$ cat src/rtl/axi4aw_beat_gen.sv
// axi4aw_beat_gen: expands one AXI4 AW transaction into per-beat write address descriptors
module axi4aw_beat_gen #(
  parameter int ADDR_W = 32,
  parameter int ID_W = 1,
  parameter int MAX_SIZE = 2
)(
  input  logic              clk,
  input  logic              rst_n,
  input  logic [ID_W-1:0]   awid,
  input  logic [ADDR_W-1:0] awaddr,
  input  logic [7:0]        awlen,
  input  logic [2:0]        awsize,
  input  logic [1:0]        awburst,
  input  logic              awvalid,
  output logic              awready,
  output logic              beat_valid,
  input  logic              beat_ready,
  output logic [ADDR_W-1:0] beat_addr,
  output logic [ID_W-1:0]   beat_id,
  output logic [7:0]        beat_idx,
  output logic              beat_last,
  output logic              beat_err
);
  typedef enum logic {IDLE, BURST} state_t;
  localparam logic [1:0] FIXED = 2'b00;
  localparam logic [1:0] INCR = 2'b01;
  localparam logic [1:0] WRAP = 2'b10;
  localparam logic [2:0] MAX_S = 3'(MAX_SIZE);
  localparam logic [ADDR_W-1:0] ONE = ADDR_W'(1);
  state_t state, state_nx;
  logic [7:0] len_q;
  logic [2:0] size_q, size_c;
  logic [1:0] mode_q, mode_c;
  logic [ADDR_W-1:0] wmask_q, wmask_c, bytes_c, last_c, bytes_q, inc_q, next_addr;
  logic aw_hs, beat_hs, wrap_len_ok, err_c;
  always_comb begin
    beat_valid = (state == BURST);
    beat_hs = beat_valid & beat_ready;
    awready = (state == IDLE) | (beat_hs & beat_last);
    aw_hs = awvalid & awready;
    state_nx = aw_hs ? BURST : (beat_hs & beat_last) ? IDLE : state;
    size_c = (awsize > MAX_S) ? MAX_S : awsize;
    bytes_c = ONE << size_c;
    wmask_c = ((ADDR_W'(awlen) + ONE) << size_c) - ONE;
    last_c = (awaddr & ~(bytes_c - ONE)) + wmask_c;
    wrap_len_ok = (awlen == 8'd1) | (awlen == 8'd3) | (awlen == 8'd7) | (awlen == 8'd15);
    mode_c = (awburst == 2'b11) ? FIXED : (awburst == WRAP && !wrap_len_ok) ? INCR : awburst;
    err_c = (awburst == 2'b11) | (awsize > MAX_S)
          | ((awburst == WRAP) & (!wrap_len_ok | (|(awaddr & (bytes_c - ONE)))))
          | ((awburst == INCR) & (last_c[ADDR_W-1:12] != awaddr[ADDR_W-1:12]));
    bytes_q = ONE << size_q;
    inc_q = (beat_addr & ~(bytes_q - ONE)) + bytes_q;
    next_addr = (mode_q == FIXED) ? beat_addr
              : (mode_q == WRAP) ? ((beat_addr & ~wmask_q) | (inc_q & wmask_q)) : inc_q;
  end
  always_ff @(posedge clk or negedge rst_n) begin
    if (!rst_n) state <= IDLE;
    else state <= state_nx;
  end
  always_ff @(posedge clk or negedge rst_n) begin
    if (!rst_n) begin
      beat_addr <= '0;
      beat_id <= '0;
      beat_idx <= '0;
      beat_last <= 1'b0;
      beat_err <= 1'b0;
      len_q <= '0;
      size_q <= '0;
      mode_q <= FIXED;
      wmask_q <= '0;
    end else if (aw_hs) begin
      beat_addr <= awaddr;
      beat_id <= awid;
      beat_idx <= '0;
      beat_last <= (awlen == 8'd0);
      beat_err <= err_c;
      len_q <= awlen;
      size_q <= size_c;
      mode_q <= mode_c;
      wmask_q <= wmask_c;
    end else if (beat_hs && !beat_last) begin
      beat_addr <= next_addr;
      beat_idx <= beat_idx + 8'd1;
      beat_last <= (beat_idx + 8'd1 == len_q);
    end
  end
endmodule

$ cat config.mk
export PLATFORM = sky130hd
export DESIGN_NAME = axi4aw_beat_gen
export DESIGN_NICKNAME = d
export VERILOG_FILES = /design/src/rtl/axi4aw_beat_gen.sv
export SDC_FILE = /design/constraint.sdc
export NUM_CORES = 1
export LEC_CHECK = 0
export CAP_MARGIN = 20
export CORE_AREA = 2 2 130 132
export DETAILED_ROUTE_END_ITERATION = 16
export DIE_AREA = 0 0 132 134
export PLACE_DENSITY = 0.86
export SLEW_MARGIN = 20
export SYNTH_ARGS = -nofsm -noshare
export SYNTH_HDL_FRONTEND = slang
export SYNTH_SLANG_ARGS = --single-unit
$ cat constraint.sdc
create_clock -name clk -period 3.5 [get_ports clk]
set_clock_uncertainty 0.15 [all_clocks]
set_input_delay 0.7 -clock clk [delete_from_list [all_inputs] [get_ports clk]]
set_output_delay 0.7 -clock clk [all_outputs]
set_load 0.1 [all_outputs]
# After elaboration in Yosys (flattened, before gate mapping)

Cells that the tools add are included.
W data, S select, Z words.

$add $sub $neg: 7
Multiplexer cells: 13
$lt $le $gt $ge: 1
Reductions and logical operators: 10
Bitwise operators: 23
Shift-type cells: 3
Eq/ne operators: 11

Operator list:

| kind                    | number |
|---|---|
| $and A32 B32 Y32        | 5 |
| $mux W32                | 4 |
| $not A32 Y32            | 3 |
| $sub A32 B1 Y32 const B | 3 |
| $add A32 B32 Y32        | 2 |
| $shl A1 B3 Y32 const A  | 2 |
| $or A32 B32 Y32         | 1 |
| $reduce_or A32 Y1       | 1 |
| $shl A9 B3 Y32          | 1 |
| $ne A20 B20 Y1          | 1 |
| $mux W8                 | 2 |
| $add A8 B1 Y9 const B   | 1 |
| $add A8 B1 Y8 const B   | 1 |
| $eq A8 B1 Y1 const B    | 1 |
| $eq A8 B2 Y1 const B    | 1 |
| $eq A8 B3 Y1 const B    | 1 |
| $eq A8 B4 Y1 const B    | 1 |
| $eq A8 B8 Y1            | 1 |
| $logic_not A8 Y1        | 1 |
| $or A1 B1 Y1            | 8 |
| $eq A2 B2 Y1 const B    | 3 |
| $and A1 B1 Y1           | 5 |
| $mux W1                 | 4 |
| $mux W2                 | 2 |
| 10 further kinds        | 13 |

Input bits: 50
Flip-flop bits (word level): 89

# Depth between registers and ports, before layout

Word-level depth: 11
Depth in mapped cells: 22
Depth with buffers taken out: 19

# Worst setup path after synthesis

No wires, ideal clock.

Path type: in2reg
Start: input port awlen[0]
End: register beat_err
Data arrival time: 5,405 ps
Stages on the path: 22
Required time: 3,217 ps
Library setup time: 133 ps
Slack: -2,188 ps
Path buffers: 3
Path through: clkbuf_1 > inv_1 > ha_1 > inv_1 > mux2i_1 > o21ai_0 > nand3_1 > nor4_1 > clkbuf_1 > and4_1 > ha_1 > inv_1 > ha_1 > buf_4 > a21oi_4 > o21ai_1 > and3_2 > a211o_2 > or4_1 > or4b_1 > nor4_1 > a31oi_1

Elaborated cells between the ends (all ways): 18
Those cells by class: add/sub: 3; eq/ne: 5; shift: 1; bitwise: 8; reduce/logical: 1

RTL lines:

| element                | RTL line | text |
|---|---|---|
| start: declaration     | 11       | `input logic [7:0] awlen,` |
| $add A8 B1 Y9          | 44       | `wmask_c = ((ADDR_W'(awlen) + ONE) << size_c) - ONE;` |
| $shl A9 B3 Y32         | 44       |  |
| $sub A32 B1 Y32        | 44       |  |
| via wmask_c[15]        | 34       | `logic [ADDR_W-1:0] wmask_q, wmask_c, bytes_c, last_c, bytes_q, inc_q, next_addr;` |
| $add A32 B32 Y32       | 45       | `last_c = (awaddr & ~(bytes_c - ONE)) + wmask_c;` |
| $ne A20 B20 Y1         | 50       | `\| ((awburst == INCR) & (last_c[ADDR_W-1:12] != awaddr[ADDR_W-1:12]));` |
| $and A1 B1 Y1          | 50       |  |
| $or A1 B1 Y1           | 50       |  |
| end signal: assignment | 76       | `beat_err <= err_c;` |
| end: declaration       | 22       | `output logic beat_err` |

The timed path passes the listed nets, and every way through them passes these cells.
A chain may end at the register's enable or synchronous reset.

# Worst setup path after layout

Start: input port awlen[6]
End: register beat_err

Same word-level chain as after synthesis.

==> summary.md <==
| Metric | Value |
|---|---|
| Flops & latches, synth | `88` |
| Slowest CP cell | `or4b_4` |
| Placed cell count | `1591` |
| Die height | `134 um` |
| Min Tclk post-route | `4.88 ns` |
| Largest cells by area after synthesis | `dfrtp_1 (26%), ha_1 (6.2%), nand2_1 (6.2%)` |
| Clock network latency to the later pin of the worst-skew pair | `0.35 ns` |
| Worst slew margin | `0.462` |
| CTS Sinks | `88` |
| Starting DRC count in detailed routing | `1661` |
| IO Count | `95` |
| Commonest non-fill, non-tap cells in the layout | `buf_4 (318), nand2_1 (137), dfrtp_1 (88), nor2_1 (81), o21ai_0 (67)` |
| Max Slew Vio Count | `0` |
| Main flop type after synthesis | `dfrtp_1` |
| Via count | `10300` |
| Setup crit end kind | `flop` |
| Vias in the first global route | `9583` |
| Avg WL per Cell | `20.7 um` |
| Final setup vio count | `1` |
| Worst slack, placed | `-2.30 ns` |
| Post-synth EDFFs | `0` |
| Clock transition at path regs | `0.06 ns` |
| Mean post-synth cell area | `7.74 um^2` |
| RSZ-0062 raised after global routing | `yes` |
| Yosys warning count | `0` |
| CP bufs+invs | `3` |
| Share of cells above drive strength 1 | `0.345` |
| Setup ws final | `-1.38 ns` |
| FILL cells | `1147` |
| Yosys top cell area share | `0.261` |
| WP data arrival | `4.95 ns` |
| ANT cells | `0` |
| FF+latch area | `0.00220 mm^2` |
| Largest net degree at the start of global routing | `59` |
| First-pass GRT wire length | `50600 um` |
| HP Class | `input port to asynchronous set/reset pin` |
| Cts bufs inserted | `9` |
| Initial core utilization | `0.518` |
| CP startpoint | `awlen[6]` |
| R2R Path Start | `size_q[0]` |
| Path type of the worst setup path | `input port to flop` |
| Top delay family on crit path | `simple AND/OR/NAND/NOR gates` |
| Fin. Hold Viols | `0` |
| Initial antenna violation count | `0` |
| Core Rows | `47` |
| Worst EP required | `3.57 ns` |
| Outcome | `finished, violations left` |
| Final HPWL DP | `24600 um` |
| Final period util | `1.39` |
| H-tree depth | `3` |
| Max-cap violation count | `0` |
| Clock Path Buffers | `2` |
| Cts hold-fix bufs | `0` |
| Fmax | `0.205 GHz` |
| GPL Wtd Cong | `1.02` |
| DIE WIDTH | `132 um` |
| Number of distinct library cells after synthesis | `92` |
| CTS tree | `done` |
| Synth Cell Area | `0.00844 mm^2` |
| Hold WS | `0.286 ns` |
| Total grt overflow | `0` |
| Area Overhead vs Synth | `46.7%` |
| Crit path largest cell delay | `0.57 ns` |
| Slew @ Worst Pin | `0.807 ns` |
| PortBufs | `94` |
| Critical Path Fanout Max | `6` |
| Final Net Count | `1486` |
| Fin cells | `1619` |
| Clock Root Buffer | `clkbuf_16` |
| Most common cell after layout, fill and taps aside | `buf_4` |
| Sequential element share of the synthesized area | `0.261` |
| Leak | `5.65 nW` |
| Multi-input logic area | `0.00644 mm^2` |
| Failing checks | `negative setup slack` |
| DR vias/cell | `6.35` |
| Global-route usage over all layers | `0.360` |
| Pre-antenna DRT Iters | `7` |
| Mapped Cells | `1091` |
| Pwr/cell area | `571 mW/mm^2` |
| Crit path launch type | `input port` |
| DRC Markers | `0` |
| DRT antenna net count | `0` |
| Post-Route WL | `33400 um` |
| Post-synth top area cell | `dfrtp_1` |
| Max VDD drop | `0.000520 V` |
| Crit-path cells | `dlymetal6s2s_1 -> nand3_1 -> o21a_1 -> nor3_2 -> o31ai_2 -> nor2_1 -> buf_4 -> buf_12 -> and4_4 -> ha_4 -> a211o_1 -> a21oi_4 -> o32ai_2 -> a211o_2 -> or4_1 -> or4b_4 -> nor4_4 -> a31oi_1` |
| CORE AREA | `0.0163 mm^2` |
| Die area | `0.0177 mm^2` |
| Ys async rst share | `1.00` |
power breakdown:
part,leakage [nW],internal [W],switching [W]
Sequential,1.10,0.00135,0.000425
Clock,0.130,0.000499,0.000397
Combinational,4.42,0.00139,0.00301
synthesized netlist by cell type (7+ instances only):
cell type	number
nand3_1	32
o31ai_1	11
nor2b_1	7
nor3_1	32
nand4_1	24
inv_1	25
and2_1	10
a211oi_1	16
clkbuf_1	70
and4_1	26
a21oi_1	63
buf_2	7
ha_1	42
mux2i_1	12
dfrtp_1	88
xnor2_1	26
a21o_1	29
o21ai_1	7
nor2_1	84
nand2b_1	8
mux2_2	9
o21a_1	21
a211o_1	7
nand2_1	140
a31oi_1	10
o21ai_0	72
o211ai_1	11
and3_1	21
xor2_1	25
through the flow:
step	utilization	setup TNS (ns)	total power, W	cell area (um^2)
2_1_floorplan	-	-1.37	0.00467	8640
3_3_place_gp	0.702	-4.94	0.00586	11400
3_5_place_dp	0.702	-6.42	0.00596	11400
4_1_cts	0.734	-1.64	0.00692	12000
5_1_grt	0.760	-1.55	0.00738	12400
6_report	0.760	-1.38	0.00707	12400
cell type report:
class / count / area share
inverter: 25 / 0.00818
timing repair buffer: 380 / 0.250
multi-input combinational: 890 / 0.520
tap: 220 / 0.0222
clock buffer: 13 / 0.0202
clock inverter: 3 / 0.00141
sequential: 88 / 0.178
per-layer routing:
layer	global-route usage	up-vias	share of wire
li1	-	4630	-
met2	0.585	630	0.47
met3	0.0408	116	0.088
met1	0.495	4901	0.41
met5	0	-	0
met4	0.134	0	0.038
cells by family after synthesis:
kind of cell	synth area share
adder cells (fa/ha/maj)	0.0623
flip-flops	0.261
other	0.000890
XOR/XNOR	0.0549
multiplexers	0.0262
AND/OR/NAND/NOR	0.260
buffers and inverters	0.0580
AO/OA/AOI/OAI	0.277
final timing paths:
| check | slack (ns) | to | depth (start not counted) |
|---|---|---|---|
| setup / recovery | -1.38 | beat_err | 18 |
| max in group asynchronous | 2.29 | len_q[1] | 2 |
| hold / removal | 0.29 | wmask_q[5] | 1 |
| setup reg to reg | 0.12 | flop | 12 |
| min in group clk | 0.32 | wmask_q[22] | 1 |
| hold reg to reg | 0.32 | wmask_q[22] | 1 |
timing repair:
action | CTS | global route
pin swaps | 16 | 46
buffers inserted | 8 | 6
hold endpoints to repair | 0 | 0
endpoints found under the setup margin | 1 | 11
resized for setup | 56 | 101
gates cloned | 1 | 0
(Power assumes the default switching activity.)
